### config.mk
export PLATFORM = sky130hd
export DESIGN_NAME = gcd_arbiter
export DESIGN_NICKNAME = d
export VERILOG_FILES = /design/src/rtl/gcd_arbiter.sv
export SDC_FILE = /design/constraint.sdc
export NUM_CORES = 1
export LEC_CHECK = 0
export BUFFER_PORTS_ARGS = -buffer_cell sky130_fd_sc_hd__buf_2
export CAP_MARGIN = 20
export CORE_MARGIN = 3
export CORE_UTILIZATION = 51
export DETAILED_ROUTE_END_ITERATION = 6
export GPL_TIMING_DRIVEN = 0
export HOLD_SLACK_MARGIN = 0.06
export MAX_ROUTING_LAYER = met4
export PLACE_DENSITY = 0.8
export REMOVE_ABC_BUFFERS = 1
export SKIP_CTS_REPAIR_TIMING = 1
export SLEW_MARGIN = 5
export SYNTH_ARGS = -nofsm -noshare
export SYNTH_HDL_FRONTEND = slang
export SYNTH_SLANG_ARGS = --single-unit
### constraint.sdc
create_clock -name clk_i -period 2.5 [get_ports clk_i]
set_clock_uncertainty 0.1 [all_clocks]
set_input_delay 0.125 -clock clk_i [delete_from_list [all_inputs] [get_ports clk_i]]
set_output_delay 0.125 -clock clk_i [all_outputs]
set_load 0.02 [all_outputs]
### src/rtl/gcd_arbiter.sv
// Round-robin arbiter that shares a single GCD core among NUM_REQ requesters.
// Zero operands bypass the core; a core that never answers is aborted after TIMEOUT cycles.
module gcd_arbiter #(
  parameter int NUM_REQ = 4,
  parameter int WIDTH   = 4,
  parameter int TIMEOUT = 255
) (
  input  logic                       clk_i,
  input  logic                       rst_ni,
  input  logic [NUM_REQ-1:0]         req_i,
  input  logic [NUM_REQ*WIDTH-1:0]   op_a_i,
  input  logic [NUM_REQ*WIDTH-1:0]   op_b_i,
  output logic [NUM_REQ-1:0]         ack_o,
  output logic [NUM_REQ-1:0]         done_o,
  output logic [NUM_REQ-1:0]         err_o,
  output logic [WIDTH-1:0]           result_o,
  output logic                       core_req_o,
  output logic [WIDTH-1:0]           core_a_o,
  output logic [WIDTH-1:0]           core_b_o,
  input  logic                       core_busy_i,
  input  logic                       core_valid_i,
  input  logic [WIDTH-1:0]           core_result_i
);
  localparam int IW = $clog2(NUM_REQ);
  localparam int TW = $clog2(TIMEOUT + 1);

  typedef enum logic [1:0] {S_IDLE, S_ISSUE, S_WAIT, S_DONE} state_e;

  state_e               state_q, state_d;
  logic [IW-1:0]        ptr_q, ptr_d, grant_q, grant_d, win_idx, nxt_ptr;
  logic [TW-1:0]        timer_q, timer_d;
  logic [WIDTH-1:0]     a_q, a_d, b_q, b_d, res_q, res_d, result_q, result_d;
  logic [NUM_REQ-1:0]   ack_q, ack_d, done_q, done_d, err_q, err_d;
  logic                 core_req_q, core_req_d;
  logic [WIDTH-1:0]     opa [NUM_REQ];
  logic [WIDTH-1:0]     opb [NUM_REQ];

  for (genvar i = 0; i < NUM_REQ; i++) begin : g_unpack
    assign opa[i] = op_a_i[i*WIDTH +: WIDTH];
    assign opb[i] = op_b_i[i*WIDTH +: WIDTH];
  end

  // Scan offsets high to low so the lowest offset from ptr is the last (winning) assignment.
  always_comb begin
    logic [IW-1:0] cand;
    win_idx = '0;
    cand    = '0;
    for (int k = NUM_REQ - 1; k >= 0; k--) begin
      cand = IW'((int'(ptr_q) + k) % NUM_REQ);
      if (req_i[cand]) win_idx = cand;
    end
  end

  assign nxt_ptr = (grant_q == IW'(NUM_REQ - 1)) ? '0 : grant_q + 1'b1;

  always_comb begin
    state_d    = state_q;
    ptr_d      = ptr_q;
    grant_d    = grant_q;
    timer_d    = timer_q;
    a_d        = a_q;
    b_d        = b_q;
    res_d      = res_q;
    result_d   = '0;
    ack_d      = '0;
    done_d     = '0;
    err_d      = '0;
    core_req_d = 1'b0;
    case (state_q)
      S_IDLE: begin
        if (|req_i && !core_busy_i) begin
          grant_d        = win_idx;
          a_d            = opa[win_idx];
          b_d            = opb[win_idx];
          ack_d[win_idx] = 1'b1;
          if (opa[win_idx] == '0 || opb[win_idx] == '0) begin
            res_d   = opa[win_idx] | opb[win_idx];
            state_d = S_DONE;
          end else begin
            core_req_d = 1'b1;
            state_d    = S_ISSUE;
          end
        end
      end
      S_ISSUE: begin
        timer_d = '0;
        state_d = S_WAIT;
      end
      S_WAIT: begin
        timer_d = timer_q + 1'b1;
        if (core_valid_i) begin
          res_d   = core_result_i;
          state_d = S_DONE;
        end else if (timer_q == TW'(TIMEOUT)) begin
          err_d[grant_q] = 1'b1;
          ptr_d          = nxt_ptr;
          a_d            = '0;
          b_d            = '0;
          state_d        = S_IDLE;
        end
      end
      S_DONE: begin
        done_d[grant_q] = 1'b1;
        result_d        = res_q;
        ptr_d           = nxt_ptr;
        a_d             = '0;
        b_d             = '0;
        state_d         = S_IDLE;
      end
      default: state_d = S_IDLE;
    endcase
  end

  always_ff @(posedge clk_i or negedge rst_ni) begin
    if (!rst_ni) begin
      state_q    <= S_IDLE;
      ptr_q      <= '0;
      grant_q    <= '0;
      timer_q    <= '0;
      a_q        <= '0;
      b_q        <= '0;
      res_q      <= '0;
      result_q   <= '0;
      ack_q      <= '0;
      done_q     <= '0;
      err_q      <= '0;
      core_req_q <= 1'b0;
    end else begin
      state_q    <= state_d;
      ptr_q      <= ptr_d;
      grant_q    <= grant_d;
      timer_q    <= timer_d;
      a_q        <= a_d;
      b_q        <= b_d;
      res_q      <= res_d;
      result_q   <= result_d;
      ack_q      <= ack_d;
      done_q     <= done_d;
      err_q      <= err_d;
      core_req_q <= core_req_d;
    end
  end

  assign ack_o      = ack_q;
  assign done_o     = done_q;
  assign err_o      = err_q;
  assign result_o   = result_q;
  assign core_req_o = core_req_q;
  assign core_a_o   = a_q;
  assign core_b_o   = b_q;

endmodule

Word-level counts from Yosys, hierarchy flattened
Cells that the tools add are included.
- add/subtract/negate cells: 5
- order comparisons: 9
- equal/unequal tests: 11
- multiplexer cells: 52
- bitwise operators: 2
- reduce and logical (&&, ||, !) cells: 18
- operator list (operator ; count):
    $mux W4 ; 18
    $pmux W4 S3 ; 2
    $mux W2 ; 11
    $lt A2 B3 Y1 const B ; 6
    $bmux W4 S2 ; 2
    $pmux W8 S2 ; 1
    $ne A2 B2 Y1 const B ; 5
    $mux W1 ; 9
    $add A8 B1 Y8 const B ; 1
    $bmux W1 S2 ; 4
    $eq A8 B8 Y1 const B ; 1
    $logic_not A4 Y1 ; 2
    $pmux W2 S4 ; 1
    $pmux W4 S2 ; 1
    $reduce_and A4 Y1 ; 2
    $eq A2 B2 Y1 const B ; 3
    $reduce_bool A2 Y1 ; 3
    $add A2 B1 Y2 const B ; 2
    $add A2 B2 Y2 const B ; 2
    $demux W1 S2 ; 2
    $ge A2 B1 Y1 const B ; 2
    $or A4 B4 Y4 ; 1
    $pmux W2 S2 ; 1
    $reduce_and A2 Y1 ; 2
    11 further kinds ; 13
- register bits: 43
- input port bits: 44
- output and inout bits: 25
- word-level logic and storage cells: 109

Depth between registers and ports, before layout
Gate-level depths: netlist of the first run.
- word-level depth: 16
- mapped depth: 9
- mapped depth without buffers: 8

Worst setup path before layout of the first run
No wires, ideal clock.
- kind: reg2reg
- from: register ptr_q[1]
- to: register res_q[0]
- arrival time: 2142 ps
- required time: 2321 ps
- setup slack: 179 ps
- stages on the path, launching flop included: 10
- buffers on the path: 1
- cell sequence: dfrtp_1 > mux2i_1 > nor2_1 > a311oi_2 > buf_6 > mux2i_1 > mux2_2 > nand4_4 > a31oi_4 > mux2i_1
- longest elaborated chain between the ends: 15
- elaborated cells between the ends (all ways): 31
- those cells by class: add/sub (3); eq/ne (1); mux (21); bitwise (2); reduce/logical (4)
- RTL lines (item ; line ; text):
    from (decl) ; 30 ; logic [IW-1:0] ptr_q, ptr_d, grant_q, grant_d, win_idx, nxt_ptr;
    from (signal assigned) ; 130 ; ptr_q <= ptr_d;
    $add A2 B2 Y2 ; 49 ; cand = IW'((int'(ptr_q) + k) % NUM_REQ);
    $bmux W1 S2 ; 50 ; if (req_i[cand]) win_idx = cand;
    $mux W1 (not written as such) ; 50 ;
    $mux W2 (3 in series) ; 50 ;
    $mux W2 * ; 50 ;
    $not A2 Y3 (not written as such) * ; 76, 77 ;
    $bmux W4 S2 ; 76, 77 ;
    $mux W4 (not written as such) (2 in series) ; 76, 77 ;
    $logic_not A4 Y1 or $or A4 B4 Y4 (tied branches) ; 76, 77 ;
    $logic_or A1 B1 Y1 or $mux W4 (tied branches) ; 76 ; if (opa[win_idx] == '0 || opb[win_idx] == '0) begin
    $ne A2 B2 Y1 (no source line) or $mux W4 (tied branches) ; - ;
    $reduce_and A4 Y1 (no source line) or $pmux W4 S2 (tied branches) ; - ;
    to (signal assigned) ; 135 ; res_q <= res_d;
    to (decl) ; 32 ; logic [WIDTH-1:0] a_q, a_d, b_q, b_d, res_q, res_d, result_q, result_d;
Every way passes the cells marked *; elsewhere a longest branch is shown, timed or not. The select of a mux whose other input is x is not followed.
A chain may end at the register's enable or synchronous reset.

Worst setup path after layout of the first run
- from: register ptr_q[1]
- to: register res_q[2]
Same word-level chain as after synthesis.

==> flow_summary.ini, run 1 <==
[drt]
vias = 1812
m1WireLength_um = 2060
antenna_left = 0
dr_wl_met2_um = 2650
wl_met3_um = 269
wl_per_cell_um = 14.5
viasPerCell = 5.22
firstDrtPassIters = 4
drc_errors = 0
top_layer_used = met4
drt_first_iter_violations = 77
postRouteWirelength_um = 5030

[critical_path]
cpMaxStageDelayCell = dfrtp_2
arrival_ps = 2650
cpMostUsedCell = mux2i_1
cpPeakStageDelay_ps = 440
end_kind = flip-flop
path_cells = mux2i_1 > nor2_1 > a311oi_4 > buf_6 > clkbuf_16 > mux2i_1 > mux2_4 > nand4_4 > a31oi_4 > mux2i_1
path_class = flip-flop to flip-flop
path_max_fanout = 6
required_ps = 2630
start_kind = flip-flop

[clocking]
cts_root_buf = clkbuf_8
clock_latency_ps = 310
cts_tree = done
htreeDepth = 2
clock_sinks = 43
clk_pin_slew_ps = 80
numCtsBuffers = 5
cts_buffer_depth = 2

[synthesis]
ys_types = 38
yosysWarningCount = 0
synth_seq_area_share_pct = 48.0
synth_area_per_cell_um2 = 10.5
synthCells = 213
synth-seq-cells = 43
syn_area_mm2 = 0.00224

[timing]
setup_viol = 4
relSlewSlack_pct = 37.6
finalHoldViolCount = 0
fin_crit_ps = 2530
tightest_slew_ps = 936
timing.final.ws_setup_ps = -26.1
clock.fmax_mhz = 396
rsz0062_at_grt = yes
finalCritPeriodShare_pct = 101
finalMaxSlewViolations = 0
whs_ps = 33.1

[place]
pre_cts_ws_ps = -404
hpwlAfterDp_um = 3510
dp_cells = 326
portBuffers = 68
gp_congestion = 0.804

[power]
leakage_uw = 0.00151
power_density_mw_per_mm2 = 1100
seqPwrFrac_pct = 32.2
cellInternalPower_uw = 1840
combinationalPowerShare_pct = 54.3
swShare_pct = 42.3
ir_drop_mv = 0.614
pwr-share-clk_pct = 13.5
finalPower_uw = 3190
power.switching_uw = 1350

[run_status]
violations = negative setup slack
outcome = finished, violations left

[floorplanning]
fp.coreArea_mm2 = 0.00412
ios = 69
num_rows = 23
initial_core_util_pct = 54.5
die_h_um = 72.3
die_w_um = 72.3
dieArea_mm2 = 0.00523

[job]
maxCapViolations = 0

[global_routing]
grt_pass1_wl_um = 7670
grt.total_usage_pct = 19.5
antenna_found_initial = 0
overflow = 0
grt_max_degree = 44
grt_pass1_vias = 1740

[finish]
fillerInstances = 294
insertedDiodeCount = 0
drive_gt1_share_pct = 34.0
instances_no_fill = 347
area_growth_pct = 29.0
fin_nets = 350
postLayoutCoreUtil_pct = 70.3

[worst_hold_path]
worstHoldPathType = input port to flip-flop
per-stage QoR:
| stage | area, um^2 | setup TNS (ps) |
|---|---|---|
| 2_1_floorplan | 2210 | -4690 |
| 3_3_place_gp | 2610 | -11460 |
| 3_5_place_dp | 2640 | -1870 |
| 4_1_cts | 2720 | -2100 |
| 5_1_grt | 2890 | -755 |
| 6_report | 2890 | -67.8 |
critical path: cells and delay by family, from the launching register on:
kind	cells	cell delay [ps]
muxes	4	860
DFF	1	440
buffers and inverters	2	330
and+or+nand+nor	2	210
AOI/OAI and AO/OA	2	510
power groups by stage:
stage,Combinational [uW],Clock (uW),Sequential (uW)
floorplan,984,0,1150
global placement,1480,0,1020
detailed placement,1530,0,1030
CTS,1540,437,1020
global route,1910,469,1050
finish,1730,431,1020
state kept, by name, summed over array words and instances, names as in the netlist:
register and flops:
ack_o 4, core_req_o 1, res_q 4, state_q 2, core_b_o 4, grant_q 2, result_o 4, err_o 4
done_o 4, core_a_o 4, timer_q 8, ptr_q 2
per-layer routing:
layer  vias to the layer above  track usage (%)
li1                        902                -
met1                       862             22.1
met2                        43             34.1
met3                         5             4.29
met4                         0             6.26
met5                         -                -
path summary, 6_finish.rpt:
path / start / end / slack [ps] / depth (start not counted)
hold reg to reg: core_b_o[0] / core_b_o[0] / 390 / 2
setup reg to reg: ptr_q[1] / res_q[2] / -30 / 10
setup / recovery: ptr_q[1] / res_q[2] / -30 / 10
min in group asynchronous: rst_ni / ack_o[1] / 400 / 2
hold / removal: core_result_i[2] / res_q[2] / 30 / 3
max in group asynchronous: rst_ni / ptr_q[1] / 1270 / 2
final cells by class:
cell class	instances	area [um^2]	area share (%)
multi-input combinational	150	1130	39.0
sequential	43	1080	37.2
clock buffer	6	72.6	2.51
tap	50	62.6	2.16
timing repair buffer	82	488	16.9
clock inverter	2	12.5	0.433
inverter	14	52.6	1.82
layout by cell type (no fill, tap or decap), types with 2 or more instances in the layout:
master | synthesis | layout
a21oi_1 | 13 | 13
and2_1 | 12 | 12
ha_1 | 10 | 9
nand4_4 | 1 | 2
nor2b_1 | 2 | 2
buf_2 | 1 | 68
o21ai_1 | 12 | 12
buf_6 | 1 | 2
mux2_4 | 1 | 8
nand2b_1 | 2 | 2
dlygate4sd3_1 | 0 | 4
o21ai_0 | 5 | 5
a21o_1 | 2 | 2
mux2i_1 | 22 | 22
nand3_1 | 7 | 7
clkbuf_8 | 0 | 5
dfrtp_1 | 43 | 42
o31ai_1 | 2 | 2
inv_1 | 14 | 14
nor2_1 | 12 | 12
nor3b_1 | 2 | 2
mux2_2 | 9 | 2
buf_4 | 1 | 6
nand2_1 | 21 | 21
Yosys cell counts:
cell type	number	area, um^2
nand3b_1	1	7.51
a31o_1	1	8.76
a21oi_1	13	65.1
buf_4	1	7.51
a21o_1	2	15.0
clkbuf_1	3	11.3
a311oi_2	1	15.0
nor3_1	1	5.00
dfrtp_1	43	1080
nor2_1	12	45.0
and4_1	1	8.76
a31oi_4	1	21.3
o31ai_1	2	15.0
buf_6	1	11.3
nor2b_1	2	12.5
o22ai_1	1	6.26
nand2b_1	2	12.5
nor4_1	1	6.26
nand4_2	1	12.5
mux2_1	1	11.3
xnor2_1	1	8.76
mux2i_1	22	220
o21ai_0	5	25.0
xor2_1	1	8.76
and3_1	1	6.26
nand3_1	7	35.0
o21a_1	1	7.51
mux2_2	9	101
buf_2	1	5.00
o211ai_1	1	7.51
ha_1	10	125
nand2_1	21	78.8
nor3b_1	2	15.0
inv_1	14	52.6
mux2_4	1	15.0
and2_1	12	75.1
o21ai_1	12	60.1
nand4_4	1	21.3
kinds of logic (layout without fill, tap and decap cells):
family                     after synthesis  count (layout)  synth area share [%]
muxes                                   33              33                  15.5
DFF                                     43              43                  48.0
adders and majority gates               10              10                  5.58
buffers and inverters                   20             104                  3.91
xor gates and xnor gates                 2               2                 0.781
AOI/OAI and AO/OA                       40              40                  11.0
and+or+nand+nor                         65              65                  15.2
Power figures use the tool's default switching activity.
==> inputs of run 2 (changes only) <==
--- a/config.mk
+++ b/config.mk
@@ -8,12 +8,12 @@
 export BUFFER_PORTS_ARGS = -buffer_cell sky130_fd_sc_hd__buf_2
 export CAP_MARGIN = 20
 export CORE_MARGIN = 3
-export CORE_UTILIZATION = 51
+export CORE_UTILIZATION = 46
 export DETAILED_ROUTE_END_ITERATION = 6
 export GPL_TIMING_DRIVEN = 0
 export HOLD_SLACK_MARGIN = 0.06
 export MAX_ROUTING_LAYER = met4
-export PLACE_DENSITY = 0.8
+export PLACE_DENSITY = 0.76
 export REMOVE_ABC_BUFFERS = 1
 export SKIP_CTS_REPAIR_TIMING = 1
 export SLEW_MARGIN = 5
==> constraint.sdc (replaced) <==
create_clock -name clk_i -period 2.3 [get_ports clk_i]
set_clock_uncertainty 0.1 [all_clocks]
set_input_delay 0.115 -clock clk_i [delete_from_list [all_inputs] [get_ports clk_i]]
set_output_delay 0.115 -clock clk_i [all_outputs]
set_load 0.02 [all_outputs]
==> run 2 against run 1 <==
  * The run still ends with negative setup slack left
  * Largest power group unchanged
  * Critical endpoint is now res_q[3]
  * Design area increased by 1.6%
  * Register-to-register slack worse by 130 ps
  * Setup slack lost 130 ps
  * Hold slack worse by 6.7 ps
  * Total power rose by 11%
==> flow_summary.ini, run 2 (synthesized netlist as in run 1, its figures left out) <==
[critical_path]
arrival_ps = 2580
start_kind = flip-flop
crit-reg2reg-launch = ptr_q[1]
end_kind = flip-flop
path_max_fanout = 7
r2r_cells = 10
cpPeakStageDelay_ps = 400
path_class = flip-flop to flip-flop
path_cells = mux2i_1 > nor2_1 > a311oi_4 > buf_6 > buf_8 > mux2i_1 > mux2_4 > nand4_4 > a31oi_4 > mux2i_1
required_ps = 2420
r2r_setup_slack_ps = -150
worstReg2RegEnd = res_q[3]
cpMostUsedCell = mux2i_1
cpMaxStageDelayCell = dfrtp_2

[clocking]
numCtsBuffers = 5
clock_latency_ps = 300
clock_sinks = 43
cts_root_buf = clkbuf_8
cts_buffer_depth = 2
cts_tree = done
clk_pin_slew_ps = 90
htreeDepth = 2

[worst_hold_path]
worstHoldPathType = input port to flip-flop
min_to = res_q[0]
worstHoldPathCells = 3
min_from = core_result_i[0]

[floorplanning]
fp.coreArea_mm2 = 0.00453
die_h_um = 75.8
die_w_um = 75.8
initial_core_util_pct = 49.4
ios = 69
num_rows = 24
dieArea_mm2 = 0.00575

[finish]
area_growth_pct = 31.1
largest-register = timer_q
final_cell_mix = buf_2, dfrtp_1, mux2i_1, nand2_1, inv_1
final_common_cell = buf_2
postLayoutCoreUtil_pct = 64.8
final_area_mm2 = 0.00294
drive_gt1_share_pct = 35.2
insertedDiodeCount = 0
fin_nets = 351
instances_no_fill = 363
largest_reg_flops = 8

[global_routing]
grt_pass1_vias = 1665
grt_max_degree = 44
antenna_found_initial = 0
grt_pass1_wl_um = 7370
grt.total_usage_pct = 17.3
overflow = 0

[power]
power_density_mw_per_mm2 = 1200
ir_drop_mv = 0.712
finalPower_uw = 3530
leakage_uw = 0.00151

[drt]
firstDrtPassIters = 4
postRouteWirelength_um = 5010
wl_per_cell_um = 13.8
vias = 1853
antenna_left = 0
drt_first_iter_violations = 125
viasPerCell = 5.10
drc_errors = 0

[timing]
finalMaxSlewViolations = 0
finalCritPeriodShare_pct = 107
clock.fmax_mhz = 408
rsz0062_at_grt = yes
timing.final.ws_setup_ps = -152
fin_crit_ps = 2450
setup_viol = 4
finalHoldViolCount = 0
relSlewSlack_pct = 38.2
tightest_slew_ps = 927

[place]
dp_cells = 342
portBuffers = 68
gp_congestion = 0.774
dpl_cell_area_mm2 = 0.00266
hpwlAfterDp_um = 3410

[job]
maxCapViolations = 0

[run_status]
violations = negative setup slack
outcome = finished, violations left
## run 2: cell count changes in the layout (fill, tap and decap cells not counted), sizes merged
cell	change
buf	+1
clkinvlp	+1
clkbuf	-1
## run 2: final cells by class
cell class	instances	area, um^2
clock buffer	5	68.8
sequential	43	1080
multi-input combinational	150	1150
tap	65	81.3
inverter	14	52.6
fill	350	1600
clock inverter	3	20.0
timing repair buffer	83	492
## run 2: how the worst max path moves through the flow
stage          startpoint  endpoint
2_1_floorplan    ptr_q[1]  res_q[0]
3_3_place_gp     ptr_q[1]  res_q[2]
4_1_cts          ptr_q[1]  res_q[0]
5_1_grt          ptr_q[1]  res_q[0]
3_5_place_dp     ptr_q[1]  res_q[2]
6_report         ptr_q[1]  res_q[3]
## run 2: critical path, delay by kind of cell, from the launching register on
family          cells  cell delay [ps]
compound gates      2              490
simple gates        2              200
buf+inv             2              330
flops               1              400
mux                 4              850
## run 2: routing by layer
metal / routed length (um) / GRT usage (%)
met1: 2230 / 21.5
met2: 2500 / 28.6
met3: 241 / 3.30
met4: 43 / 4.66
met5: 0 / -
## run 2: stage by stage
stage	setup TNS (ps)	hold WS (ps)	setup slack, ps
global route	-1280	62.6	-284
detailed placement	-3380	202	-468
finish	-570	26.5	-152
CTS	-3740	-116	-491
floorplan	-7640	-281	-815
global placement	-15020	194	-1240
## run 2: power breakdown
| part | internal, uW | total (uW) | switching [uW] |
|---|---|---|---|
| logic | 824 | 1940 | 1110 |
| registers | 983 | 1110 | 124 |
| clock network | 212 | 486 | 275 |
==> inputs of run 3 (changes only) <==
--- a/config.mk
+++ b/config.mk
@@ -5,6 +5,7 @@
 export SDC_FILE = /design/constraint.sdc
 export NUM_CORES = 1
 export LEC_CHECK = 0
+export ABC_AREA = 0
 export BUFFER_PORTS_ARGS = -buffer_cell sky130_fd_sc_hd__buf_2
 export CAP_MARGIN = 20
 export CORE_MARGIN = 3
@@ -15,6 +16,7 @@
 export MAX_ROUTING_LAYER = met4
 export PLACE_DENSITY = 0.76
 export REMOVE_ABC_BUFFERS = 1
+export SETUP_SLACK_MARGIN = 0.3
 export SKIP_CTS_REPAIR_TIMING = 1
 export SLEW_MARGIN = 5
 export SYNTH_ARGS = -nofsm -noshare
==> run 3 against run 2 <==
  * The run still ends with negative setup slack left
  * Utilization rose by 1.7 points
  * Critical path depth did not move
  * Total power rose by 2.9%
  * Combinational power rose by 5%
  * Via count rose by 0.97%
  * Sequential power barely moved
  * Sequential share of layout area fell by 0.91 points
  * First-iteration DRC count fell by 23%
  * Hold slack improved by 1.5 ps
  * Setup slack got worse by 18 ps
  * Non-clock buffer count rose by 5
  * Largest cell class unchanged
==> flow_summary.ini, run 3 (synthesized netlist as in run 1, its figures left out) <==
[drt]
drc_errors = 0
vias = 1871
postRouteWirelength_um = 5080
antenna_left = 0
drt_first_iter_violations = 96
wl_per_cell_um = 13.8
viasPerCell = 5.08
firstDrtPassIters = 4

[global_routing]
grt_pass1_vias = 1665
antenna_found_initial = 0
grt_max_degree = 44
grt.total_usage_pct = 17.3
grt_pass1_wl_um = 7370
overflow = 0

[clocking]
cts_buffer_depth = 2
clock_sinks = 43
htreeDepth = 2
clock_latency_ps = 290
clk_pin_slew_ps = 80
cts_root_buf = clkbuf_8
numCtsBuffers = 5
cts_tree = done

[critical_path]
arrival_ps = 2590
path_max_fanout = 7
r2r_setup_slack_ps = -170
path_class = flip-flop to flip-flop
end_kind = flip-flop
required_ps = 2420
start_kind = flip-flop
r2r_cells = 10
worstReg2RegEnd = res_q[0]
crit-reg2reg-launch = ptr_q[1]

[power]
ir_drop_mv = 0.696
pwr-share-clk_pct = 13.2
combinationalPowerShare_pct = 56.3
cellInternalPower_uw = 2080
power.switching_uw = 1550
power_density_mw_per_mm2 = 1200
leakage_uw = 0.00154
swShare_pct = 42.6
finalPower_uw = 3630
seqPwrFrac_pct = 30.5

[finish]
fin_nets = 356
area_growth_pct = 34.4
insertedDiodeCount = 0
largest-register = timer_q
drive_gt1_share_pct = 38.6
final_area_mm2 = 0.00301
final_cell_mix = buf_2, dfrtp_1, mux2i_1, nand2_1, inv_1
largest_reg_flops = 8
final_common_cell = buf_2

[timing]
relSlewSlack_pct = 38.5
rsz0062_at_grt = yes
finalMaxSlewViolations = 0
clock.fmax_mhz = 405
fin_crit_ps = 2470
finalHoldViolCount = 0
finalCritPeriodShare_pct = 107
setup_viol = 5
timing.final.ws_setup_ps = -169
tns_ps = -704
tightest_slew_ps = 923

[floorplanning]
num_rows = 24
initial_core_util_pct = 49.4
fp.coreArea_mm2 = 0.00453
die_h_um = 75.8
die_w_um = 75.8
ios = 69
dieArea_mm2 = 0.00575

[place]
hpwlAfterDp_um = 3410
gp_congestion = 0.774
portBuffers = 68
dpl_cell_area_mm2 = 0.00266

[run_status]
violations = negative setup slack
outcome = finished, violations left

[worst_hold_path]
worstHoldPathCells = 3
worstHoldPathType = input port to flip-flop
min_from = core_result_i[0]
min_to = res_q[0]

[job]
maxCapViolations = 0
[run 3: cell type report]
type,instances,area (um^2)
fill,336,1520
multi-input combinational,150,1180
sequential,43,1080
timing repair buffer,88,533
tap,65,81.3
clock buffer,5,68.8
inverter,14,52.6
clock inverter,3,20.0
[run 3: power by group through the flow]
stage	Sequential [uW]	Clock [uW]	Combinational [uW]
final	1110	479	2040
after global routing	1140	516	2230
after CTS	1110	488	1690
after detailed placement	1120	0	1680
after global placement	1110	0	1610
after floorplan	1250	0	1070
[run 3: worst max-delay path by stage]
stage | startpoint | endpoint | slack [ps]
global route | ptr_q[1] | res_q[0] | -300
CTS | ptr_q[1] | res_q[0] | -490
finish | ptr_q[1] | res_q[0] | -170
global placement | ptr_q[1] | res_q[2] | -1240
detailed placement | ptr_q[1] | res_q[2] | -470
floorplan | ptr_q[1] | res_q[0] | -820
[run 3: stage by stage]
stage               utilization [%]  hold WS (ps)  setup WS, ps  cells
global placement               58.0           194         -1240    340
detailed placement             58.7           202          -468    342
global route                   66.5          62.6          -302    368
CTS                            60.7          -116          -491    350
finish                         66.5          28.0          -169    368
floorplan                         -          -281          -815    207
[run 3: worst max-delay path: stages, from the launching register on]
cell       delay, ps
dfrtp_2          400
mux2i_1          190
nor2_1            80
a311oi_4         210
buf_6            180
clkbuf_16        160
mux2i_1          240
mux2_4           230
nand4_4          110
a31oi_4          290
mux2i_1          210
[run 3: routing by layer]
| layer | vias up | share of wire (%) | track usage (%) | routed length [um] |
|---|---|---|---|---|
| li1 | 912 | - | - | - |
| met1 | 902 | 43 | 21.5 | 2190 |
| met2 | 52 | 51 | 28.6 | 2590 |
| met3 | 5 | 5.0 | 3.30 | 253 |
| met4 | 0 | 0.87 | 4.66 | 44 |
| met5 | - | 0 | - | 0 |
